[config.mk]
export PLATFORM = sky130hd
export DESIGN_NAME = add_sequencer
export DESIGN_NICKNAME = d
export VERILOG_FILES = /design/src/rtl/add_sequencer.sv
export SDC_FILE = /design/constraint.sdc
export NUM_CORES = 1
export LEC_CHECK = 0
export BUFFER_PORTS_ARGS = -buffer_cell sky130_fd_sc_hd__buf_2
export CORE_UTILIZATION = 26
export CTS_CLUSTER_SIZE = 25
export DETAILED_ROUTE_END_ITERATION = 8
export PLACE_DENSITY_LB_ADDON = 0.12
export SLEW_MARGIN = 10
export SYNTH_ARGS = -nofsm -noshare
export SYNTH_HDL_FRONTEND = slang
export SYNTH_SLANG_ARGS = --single-unit
[constraint.sdc]
create_clock -name clk -period 5.9 [get_ports clk]
set_input_delay 0.885 -clock clk [delete_from_list [all_inputs] [get_ports clk]]
set_output_delay 0.885 -clock clk [all_outputs]
set_load 0.02 [all_outputs]
[src/rtl/add_sequencer.sv]
// add_sequencer: nibble-serial 32-bit add/subtract, one 4-bit slice per clock, with request/result handshake
module add_sequencer #(
  parameter int NIB = 4
) (
  input  logic        clk,
  input  logic        rst,
  input  logic        start,
  output logic        req_ready,
  input  logic [31:0] a,
  input  logic [31:0] b,
  input  logic        op_sub,
  input  logic        cin,
  output logic        res_valid,
  input  logic        res_ack,
  output logic [31:0] sum,
  output logic        cout,
  output logic        zero,
  output logic        ovf,
  output logic        neg,
  output logic        busy
);
  localparam int STEPS = 32 / NIB;
  localparam int KW = $clog2(STEPS);
  typedef enum logic [1:0] {IDLE, RUN, DONE} state_t;
  state_t state_q, state_d;
  logic [31:0] a_q, a_d, b_q, b_d, sum_q, sum_d;
  logic carry_q, carry_d, cout_q, cout_d, zero_q, zero_d, ovf_q, ovf_d, neg_q, neg_d;
  logic [KW-1:0] k_q, k_d;
  logic [NIB-1:0] na, nb;
  logic [NIB:0] slice;
  logic res_valid_q, req_ready_q, busy_q;
  always_comb begin
    na = a_q[k_q*NIB +: NIB];
    nb = b_q[k_q*NIB +: NIB];
    slice = {1'b0, na} + {1'b0, nb} + {{NIB{1'b0}}, carry_q};
    state_d = state_q;
    a_d = a_q;
    b_d = b_q;
    sum_d = sum_q;
    carry_d = carry_q;
    k_d = k_q;
    cout_d = cout_q;
    zero_d = zero_q;
    ovf_d = ovf_q;
    neg_d = neg_q;
    case (state_q)
      IDLE: if (start) begin
        a_d = a;
        b_d = b ^ {32{op_sub}};
        carry_d = op_sub | cin;
        k_d = '0;
        state_d = RUN;
      end
      RUN: begin
        sum_d[k_q*NIB +: NIB] = slice[NIB-1:0];
        carry_d = slice[NIB];
        k_d = k_q + 1'b1;
        if (k_q == KW'(STEPS - 1)) begin
          state_d = DONE;
          cout_d = slice[NIB];
          ovf_d = a_q[31] ^ b_q[31] ^ slice[NIB-1] ^ slice[NIB];
          zero_d = sum_d == 32'd0;
          neg_d = sum_d[31];
        end
      end
      DONE: state_d = res_ack ? IDLE : DONE;
      default: state_d = IDLE;
    endcase
  end
  always_ff @(posedge clk) begin
    if (rst) begin
      state_q <= IDLE;
      a_q <= '0;
      b_q <= '0;
      sum_q <= '0;
      carry_q <= 1'b0;
      k_q <= '0;
      cout_q <= 1'b0;
      zero_q <= 1'b1;
      ovf_q <= 1'b0;
      neg_q <= 1'b0;
      res_valid_q <= 1'b0;
      req_ready_q <= 1'b1;
      busy_q <= 1'b0;
    end else begin
      state_q <= state_d;
      a_q <= a_d;
      b_q <= b_d;
      sum_q <= sum_d;
      carry_q <= carry_d;
      k_q <= k_d;
      cout_q <= cout_d;
      zero_q <= zero_d;
      ovf_q <= ovf_d;
      neg_q <= neg_d;
      res_valid_q <= state_d == DONE;
      req_ready_q <= state_d == IDLE;
      busy_q <= state_d == RUN;
    end
  end
  assign req_ready = req_ready_q;
  assign res_valid = res_valid_q;
  assign busy = busy_q;
  assign sum = sum_q;
  assign cout = cout_q;
  assign zero = zero_q;
  assign ovf = ovf_q;
  assign neg = neg_q;
endmodule

==> summary.txt <==
Filler cells: 2,144
Syn Inst Count: 612
Final Max Tran Viols: 0
Synth Net Count: 694
DR pass1 iterations: 4
Pleak: 2.51 nW
Worst-path clk slew: 0.07 ns
Switch share: 27.4%
Vias per cell: 4.62
# rows: 51
Fmax: 231 MHz
Clock Power Share: 37.0%
Setup violations, final: 0
Area delta synth->final: 19.6%
P_int: 1.23 mW
Skew-Pair Late Insertion Delay: 0.36 ns
Status: complete, no violations
Setup TNS: 0 ns
Routability Congestion: 0.839
Crit path cell chain: mux4_2 -> nand2_1 -> nand2_1 -> fa_1 -> inv_1 -> fa_1 -> nor2b_1 -> nor2b_1 -> mux2i_1 -> or4_1 -> or4_1 -> o31ai_1
Arrival @ worst endpoint: 4.60 ns
Final min period: 4.33 ns
Buffers and inverters on the worst path: 1
Overall routing resource usage: 13.9%
Die width: 144 um
Clock root cell: clkbuf_16
Commonest cells in the netlist: dfxtp_1, nand2_1, nor2_1
PwrDens: 270 nW/um2
Initial antenna violation count: 0
Least-Margin Pin Slew: 1.12 ns
Synth top area cells: dfxtp_1, nand2_1, mux4_2
WP data required: 6.17 ns
CTS Buffer Depth: 2
Placed Area: 6000 um2
Share of the synthesized area in the top cell type: 41.4%
Num CTS Buffers: 9
Slowest stage delay, CP: 0.89 ns
Final Skew: 0.0113 ns
Count leader, synth: dfxtp_1
Core area: 19,700 um2
Initial Util: 26.8%
Largest family of logic cells by synthesized area: simple AND/OR/NAND/NOR gates
Sink Count: 109
First-pass GRT wire length: 22,000 um
Slew Limit Headroom: 25.5%
Post-CTS Resized: 0
Delay-heaviest family, CP: simple AND/OR/NAND/NOR gates
Xor/xnor share of the synthesized area: 6.24%
Number of global-route vias before repair: 4,118
Die Y: 144 um
Post-Synth Simple-Gate Area: 20.8%
Top-Level Pins: 109
Worst IR Drop VDD: 0.116 mV
Die area: 20,800 um2
Buffers on Ports: 108
Largest net degree at the start of global routing: 109
Worst Setup End Kind: flip-flop
Routed vias: 4,439
CP max FO: 30
Starting DRC count in detailed routing: 281
Post-synthesis mux area share: 11.6%
RSZ-0062 raised after global routing: false
CTS tree: built
Hold Crit Class: flip-flop to flip-flop
Design Area, Final: 6300 um2
Complex-gate fraction of the synthesized area: 13.1%
Post-Synth Adder-Cell Area: 3.13%
Detailed Route WL: 14,000 um
Main synth FF type: dfxtp_1
Post-CTS Hold Buffers: 0
Yosys warning count: 0
Final Cycle Share: 73.4%
Gr ovfl total: 0
ANT cells: 0
Type of origin of the critical path: flip-flop
Netlist cell types: 46
Total of max-cap violations: 0
Synthesized area per cell: 8.61 um2
Final Hold Fails: 0
Post-CTS setup buffer count: 0
Ys async rst share: 0%
Final #Nets: 772
Crit Path Category: flip-flop to flip-flop
Synth area leader: dfxtp_1
H-Tree Level Count: 3
Sequential element share of the synthesized area: 41.4%
Sw power: 467 uW
Layout cells sized above 1: 21.6%
Antenna-violating nets left: 0
Hpwl dp: 10,400 um
EDFF count, synth: 0
Synth Cell Area: 5270 um2
Logic pwr share: 15.7%
Slowest-stage cell, CP: dfxtp_2
Reg power frac: 47.3%
Routed len/inst: 14.6 um
Residual DRC: 0
Worst Hold Slack: 0.457 ns
Flops & latches, synth: 109
==> power groups by stage <==
stage,Sequential (mW),Clock (mW),Combinational [mW]
3_5_place_dp,0.823,0,0.272
4_1_cts,0.806,0.654,0.272
2_1_floorplan,0.809,0,0.201
6_report,0.804,0.630,0.267
3_3_place_gp,0.823,0,0.268
5_1_grt,0.811,0.682,0.300
==> worst paths after layout <==
path / cells after the start / from / end / slack (ns)
setup / recovery: 12 / k_q[0] / zero / 1.57
hold / removal: 2 / a_q[26] / a_q[26] / 0.46
setup reg to reg: 12 / k_q[0] / zero / 1.57
hold reg to reg: 2 / a_q[26] / a_q[26] / 0.46
==> final cells by class <==
type | count | area, um2 | share of cell area (%)
multi-input cells | 453 | 2900 | 45.9
flip-flops and latches | 109 | 2180 | 34.6
repair buffers | 110 | 558 | 8.85
well taps | 265 | 332 | 5.26
clock buffers | 10 | 239 | 3.79
clock inverters | 6 | 70.1 | 1.11
inverters | 7 | 26.3 | 0.417
==> cells in the final DEF (no fill, tap or decap), types with 2 or more instances in the layout <==
cell type / n
nor4_1: 3
mux4_2: 16
mux2_2: 2
mux2i_1: 23
buf_2: 107
nand4_1: 3
clkinv_4: 3
nand2b_1: 12
nand3_1: 3
a22oi_1: 3
clkbuf_16: 9
dfxtp_1: 108
a21o_1: 2
a21oi_1: 54
o21ai_0: 5
o41ai_1: 2
nor3_1: 18
or2_2: 2
fa_1: 2
buf_4: 3
ha_1: 10
xnor2_1: 34
nand2_1: 100
or4_1: 3
and2_1: 3
a211oi_1: 36
nand3b_1: 2
nor2b_1: 6
a31oi_1: 2
inv_1: 6
nor2_1: 92
==> flip-flops by register name, indices dropped and copies added, names as in the netlist <==
register and flops:
busy 1, carry_q 1, state_q 2, req_ready 1, a_q 32, b_q 32
cout 1, res_valid 1, sum 32, neg 1, ovf 1, zero 1
k_q 3
==> layer usage <==
layer  wire length (um)  track usage (%)  vias to the layer above
li1                   -                -                     2267
met1               6620             19.1                     2047
met2               6570             21.6                      112
met3                641             3.01                       13
met4                163             4.32                        0
met5                  0                0                        -
==> cell families (layout without fill, tap and decap cells) <==
logic type,count (synthesis),count (layout)
and+or+nand+nor,253,253
AOI/OAI and AO/OA,111,111
DFF,109,109
buffers and inverters,50,133
muxes,41,41
xor gates and xnor gates,36,36
adders and majority gates,12,12
==> worst min-delay path: stages, from the launching register on <==
cell and delay (ns):
dfxtp_1 0.31, nand2_1 0.05, a21oi_1 0.05
==> stage by stage <==
step	setup WS, ns	util, %	instances	total power, mW
3_5_place_dp	1.51	30.5	944	1.09
6_report	1.57	32.1	960	1.70
2_1_floorplan	1.49	-	612	1.01
3_3_place_gp	1.63	30.5	944	1.09
4_1_cts	1.48	32.1	960	1.73
5_1_grt	1.20	32.1	960	1.79
Power figures use the tool's default switching activity.
